$ cat src/rtl/uart_cmd_pkg.sv
// rtl/uart_cmd_pkg.sv - shared state type, sync marker and command codes for the UART command parser
package uart_cmd_pkg;

  typedef enum logic [2:0] {
    IDLE,
    GET_CMD,
    GET_LEN,
    GET_PAYLOAD,
    GET_CSUM
  } parser_state_t;

  localparam logic [7:0] SYNC_BYTE_DEFAULT = 8'hA5;

  localparam logic [7:0] CMD_MOTOR = 8'h01;
  localparam logic [7:0] CMD_STOP  = 8'h02;
  localparam logic [7:0] CMD_PING  = 8'h03;

  function automatic logic [7:0] csum_add(input logic [7:0] sum, input logic [7:0] data);
    return sum + data;
  endfunction

endpackage

$ cat src/rtl/uart_byte_timeout.sv
// rtl/uart_byte_timeout.sv - inter-byte watchdog, pulses expire after TIMEOUT_CLKS-1 idle clocks while enabled
module uart_byte_timeout #(
  parameter int TIMEOUT_CLKS = 7800
) (
  input  logic i_Clock,
  input  logic i_Rst_n,
  input  logic restart,
  input  logic enable,
  output logic expire
);

  localparam int TW = (TIMEOUT_CLKS > 1) ? $clog2(TIMEOUT_CLKS) : 1;

  logic [TW-1:0] count;

  // A restart on the expiry cycle suppresses the pulse: the byte wins.
  assign expire = enable && !restart && (count == TW'(TIMEOUT_CLKS - 1));

  always_ff @(posedge i_Clock or negedge i_Rst_n) begin
    if (!i_Rst_n) begin
      count <= '0;
    end else if (restart || !enable || expire) begin
      count <= '0;
    end else begin
      count <= count + 1'b1;
    end
  end

endmodule

$ cat src/rtl/uart_cmd_parser.sv
// rtl/uart_cmd_parser.sv - assembles SYNC/CMD/LEN/payload/checksum frames from UART bytes into held command registers
module uart_cmd_parser
  import uart_cmd_pkg::*;
#(
  parameter logic [7:0] SYNC_BYTE    = SYNC_BYTE_DEFAULT,
  parameter int         MAX_LEN      = 8,
  parameter int         TIMEOUT_CLKS = 7800
) (
  input  logic                 i_Clock,
  input  logic                 i_Rst_n,
  input  logic                 i_RX_DV,
  input  logic [7:0]           i_RX_Byte,
  output logic                 o_Cmd_Valid,
  output logic [7:0]           o_Cmd,
  output logic [3:0]           o_Len,
  output logic [8*MAX_LEN-1:0] o_Payload,
  output logic                 o_Err_Csum,
  output logic                 o_Err_Len,
  output logic                 o_Err_Timeout,
  output logic [7:0]           o_Frame_Cnt
);

  localparam int IDX_W = $clog2(MAX_LEN + 1);

  parser_state_t state_q, state_d;

  logic [7:0]               cmd_q;
  logic [IDX_W-1:0]         len_q;
  logic [IDX_W-1:0]         idx_q;
  logic [7:0]               sum_q;
  logic [MAX_LEN-1:0][7:0]  buf_q;

  logic timeout;
  logic sync_seen, load_cmd, load_len, store_byte;
  logic frame_ok, csum_bad, len_bad;

  uart_byte_timeout #(
    .TIMEOUT_CLKS(TIMEOUT_CLKS)
  ) u_timeout (
    .i_Clock(i_Clock),
    .i_Rst_n(i_Rst_n),
    .restart(i_RX_DV),
    .enable (state_q != IDLE),
    .expire (timeout)
  );

  always_comb begin
    state_d    = state_q;
    sync_seen  = 1'b0;
    load_cmd   = 1'b0;
    load_len   = 1'b0;
    store_byte = 1'b0;
    frame_ok   = 1'b0;
    csum_bad   = 1'b0;
    len_bad    = 1'b0;
    if (timeout) begin
      state_d = IDLE;
    end else if (i_RX_DV) begin
      case (state_q)
        IDLE: begin
          if (i_RX_Byte == SYNC_BYTE) begin
            sync_seen = 1'b1;
            state_d   = GET_CMD;
          end
        end
        GET_CMD: begin
          load_cmd = 1'b1;
          state_d  = GET_LEN;
        end
        GET_LEN: begin
          if (i_RX_Byte > 8'(MAX_LEN)) begin
            len_bad = 1'b1;
            state_d = IDLE;
          end else begin
            load_len = 1'b1;
            state_d  = (i_RX_Byte == 8'h00) ? GET_CSUM : GET_PAYLOAD;
          end
        end
        GET_PAYLOAD: begin
          // Sync-valued bytes are ordinary data here; no resynchronisation.
          store_byte = 1'b1;
          if (idx_q + 1'b1 == len_q) state_d = GET_CSUM;
        end
        GET_CSUM: begin
          frame_ok = (i_RX_Byte == sum_q);
          csum_bad = (i_RX_Byte != sum_q);
          state_d  = IDLE;
        end
        default: state_d = IDLE;
      endcase
    end
  end

  always_ff @(posedge i_Clock or negedge i_Rst_n) begin
    if (!i_Rst_n) begin
      state_q       <= IDLE;
      cmd_q         <= '0;
      len_q         <= '0;
      idx_q         <= '0;
      sum_q         <= '0;
      buf_q         <= '0;
      o_Cmd_Valid   <= 1'b0;
      o_Cmd         <= '0;
      o_Len         <= '0;
      o_Payload     <= '0;
      o_Err_Csum    <= 1'b0;
      o_Err_Len     <= 1'b0;
      o_Err_Timeout <= 1'b0;
      o_Frame_Cnt   <= '0;
    end else begin
      state_q       <= state_d;
      o_Cmd_Valid   <= frame_ok;
      o_Err_Csum    <= csum_bad;
      o_Err_Len     <= len_bad;
      o_Err_Timeout <= timeout;

      if (sync_seen) sum_q <= '0;
      if (load_cmd) begin
        cmd_q <= i_RX_Byte;
        sum_q <= i_RX_Byte;
      end
      if (load_len) begin
        len_q <= i_RX_Byte[IDX_W-1:0];
        idx_q <= '0;
        sum_q <= csum_add(sum_q, i_RX_Byte);
      end
      if (store_byte) begin
        for (int i = 0; i < MAX_LEN; i++) begin
          if (idx_q == IDX_W'(i)) buf_q[i] <= i_RX_Byte;
        end
        idx_q <= idx_q + 1'b1;
        sum_q <= csum_add(sum_q, i_RX_Byte);
      end

      // Stale bytes from longer earlier frames are masked off at publish time.
      if (frame_ok) begin
        o_Cmd       <= cmd_q;
        o_Len       <= 4'(len_q);
        o_Frame_Cnt <= o_Frame_Cnt + 8'd1;
        for (int i = 0; i < MAX_LEN; i++) begin
          o_Payload[i*8 +: 8] <= (IDX_W'(i) < len_q) ? buf_q[i] : 8'h00;
        end
      end
    end
  end

endmodule

$ cat config.mk
export PLATFORM = sky130hd
export DESIGN_NAME = uart_cmd_parser
export DESIGN_NICKNAME = d
export VERILOG_FILES = /design/src/rtl/uart_cmd_pkg.sv /design/src/rtl/uart_byte_timeout.sv /design/src/rtl/uart_cmd_parser.sv
export SDC_FILE = /design/constraint.sdc
export NUM_CORES = 1
export LEC_CHECK = 0
export CAP_MARGIN = 5
export CORE_MARGIN = 5
export CORE_UTILIZATION = 50
export DETAILED_ROUTE_END_ITERATION = 12
export PLACE_DENSITY = 0.82
export SYNTH_ARGS = -nofsm -noshare
export SYNTH_HDL_FRONTEND = slang
export SYNTH_HIERARCHICAL = 1
export SYNTH_SLANG_ARGS = --single-unit
$ cat constraint.sdc
create_clock -name i_Clock -period 3.06 [get_ports i_Clock]
set_input_delay 0.612 -clock i_Clock [delete_from_list [all_inputs] [get_ports i_Clock]]
set_output_delay 0.612 -clock i_Clock [all_outputs]
set_load 0.01 [all_outputs]
==> results by group <==
GRT
  • First-pass GRT wire length: 31400 um
  • Largest net degree at the start of global routing: 80
  • Met2 usage: 31.6%
  • Initial antenna violation count: 0
  • Grt met3 use: 5.21%
  • GRT busiest layer: met2
  • Vias in the first global route: 6127
  • GRT Total Usage: 20.0%
  • Met1 usage: 27.1%
  • Grt ovf: 0

Placement
  • Port Buffers: 98
  • Hpwl dp: 12400 um
  • Place WS: -218 ps
  • Placement Cell Area: 9500 um^2
  • RD Place Congestion: 0.847

STA
  • Post-route setup slack: 144 ps
  • Max-slew violations: 0
  • Max-slew headroom: 56.3%
  • WHS: 210 ps
  • Highest Clock Rate: 343 MHz
  • Crit path time final: 2920 ps
  • Final-report setup violation count: 0
  • Final-report hold violation count: 0
  • Worst-Margin Slew: 651 ps
  • Unrepaired setup endpoints after global routing: false
  • Clock skew: 9.36 ps
  • Share of the clock period used by the worst path: 95.3%
  • Setup_tns: 0 ps

Yosys
  • Mapped Area: 8210 um^2
  • Syn_nets: 781
  • Async SR Flop Fraction: 100%
  • Syn Area/Cell: 10.9 um^2
  • Seq cells post-synth: 192
  • Most used DFF post-synth: dfrtp_1
  • Largest cells by area after synthesis: dfrtp_1 59%, mux2_2 9.7%, nand2_1 9.1%
  • Yosys top cell by area: dfrtp_1
  • Post-synth top area share: 58.5%
  • Synth warn: 6
  • Sequential share of the synthesized area: 58.5%
  • Synth Instances: 756
  • Count of different cell masters after synthesis: 51
  • EDFF count, synth: 0

Clocking
  • Clock-pin slew on the worst setup and hold paths: 60 ps
  • Post-CTS setup buffers: 0
  • CTS tree: built
  • Maximum buffer depth of the clock tree: 2
  • CTS Sinks: 192
  • Number of H-tree levels: 4
  • Clock Latency Late Sink: 430 ps
  • Root Driver: clkbuf_16
  • CTS buffer count: 17
  • Hold buffers post-CTS: 0

Drt
  • Vias per cell: 5.53
  • Initial drt markers: 603
  • Drt total wl: 18500 um
  • Antenna-violating nets left: 0
  • Vias post-DR: 6018
  • Router iterations before antenna repair: 5
  • Drt drc: 0
  • Drt wl/cell: 17.0 um

Job
  • Max-cap viol count: 0

Final layout
  • Ant diodes: 0
  • Design area: 10100 um^2
  • Nets@finish: 886
  • Commonest cells after routing, fill and taps aside: 199 x nand2_1, 192 x dfrtp_1, 97 x clkdlybuf4s50_1
  • Commonest non-fill, non-tap cell in the layout: nand2_1
  • Layout cells sized above 1: 15.5%
  • Area delta synth->final: 23.4%

Die
  • Die area: 19100 um^2
  • Starting Density: 51.3%
  • Die W: 138 um
  • Cell Rows: 46
  • Core area: 16000 um^2
  • Die Y: 138 um
  • # IOs: 99

Setup path
  • Setup CP Type: reg2reg
  • Critical Path RT: 3370 ps
  • CP arrival: 3230 ps
  • Worst Setup End Kind: register
  • Worst setup SP type: register
  • Max FO, Critical Path: 8

Pwr
  • Peak supply drop: 400 uV
  • LEAKAGE: 5.04 nW
  • Power Density: 539 nW/um^2

Status
  • Outcome: complete, no violations

Min path
  • Hold crit path type: in2async
[flip-flops by register name, summed over array words and instances (netlist names)]
signal	flops
buf_q	64
cmd_q	8
idx_q	4
len_q	4
o_Cmd	8
o_Cmd_Valid	1
o_Err_Csum	1
o_Err_Len	1
o_Err_Timeout	1
o_Frame_Cnt	8
o_Len	4
o_Payload	64
state_q	3
sum_q	8
u_timeout/count	13
[what timing repair did]
item,CTS,global route
gates resized for setup,1,2
endpoints found under the hold margin,0,0
endpoints found under the setup margin,32,50
pin swaps,0,0
[final timing paths]
kind	from	end	slack, ps	depth (start not counted)
max in group asynchronous	i_Rst_n	buf_q[22]	2080	2
min in group i_Clock	o_Payload[51]	o_Payload[51]	460	2
worst max-delay path	u_timeout/count[7]	buf_q[54]	140	8
worst min register to register	o_Payload[51]	o_Payload[51]	460	2
worst max register to register	u_timeout/count[7]	buf_q[54]	140	8
worst min-delay path	i_Rst_n	o_Cmd[4]	210	1
[cell usage after synthesis (5+ instances only)]
library cell  count
nand2_1         199
dfrtp_1         192
nand3_1          82
mux2_2           71
nor2_1           28
clkbuf_1         21
xnor2_1          17
ha_1             13
o21ai_0          12
xor2_1           12
nand4_1           9
buf_6             8
inv_1             7
a21oi_1           6
buf_2             6
nor2b_1           6
nor4_1            6
a21o_1            5
nor3_1            5
[per-layer routing]
layer	up-vias	wire length, um	part of all wire (%)
met5	-	0	0
met4	0	351	1.9
met3	25	1120	6.0
met2	185	9120	49
met1	3024	7900	43
li1	2784	-	-
[worst max-delay path: stages (launching register included)]
cell	delay (ps)
dfrtp_1	420
or4b_1	520
or4_4	470
nor3b_2	200
buf_4	160
nand3b_1	200
nor4b_2	120
nand2_1	320
mux2_2	390
[cell families after synthesis]
| kind of cell | after synthesis | share of synthesized area [%] |
|---|---|---|
| mux | 73 | 9.98 |
| simple gates | 358 | 19.6 |
| compound gates | 44 | 3.58 |
| fa+ha+maj | 14 | 2.22 |
| buf+inv | 46 | 3.03 |
| xor+xnor | 29 | 3.09 |
| flops | 192 | 58.5 |
[power breakdown]
group / switching [mW] / leakage (nW) / internal (mW) / total [mW]
combinational: 0.262 / 2.08 / 0.197 / 0.459
clock: 0.920 / 0.305 / 1.41 / 2.33
sequential: 0.0557 / 2.66 / 2.62 / 2.67
[stage by stage]
step	cells	total power, mW	utilization (%)
after floorplan	756	3.00	-
after global placement	1058	3.15	59.4
after detailed placement	1058	3.17	59.4
after CTS	1089	5.49	63.3
after global routing	1089	5.68	63.4
final	1089	5.46	63.4
[layout make-up]
class / instances / area [um^2]
Sequential cell: 192 / 4800
Clock buffer: 22 / 464
Clock inverter: 9 / 156
Fill cell: 1249 / 5860
Inverter: 8 / 31.3
Tap cell: 216 / 270
Timing Repair Buffer: 124 / 1230
Multi-Input combinational cell: 518 / 3180
Power figures use the tool's default switching activity.
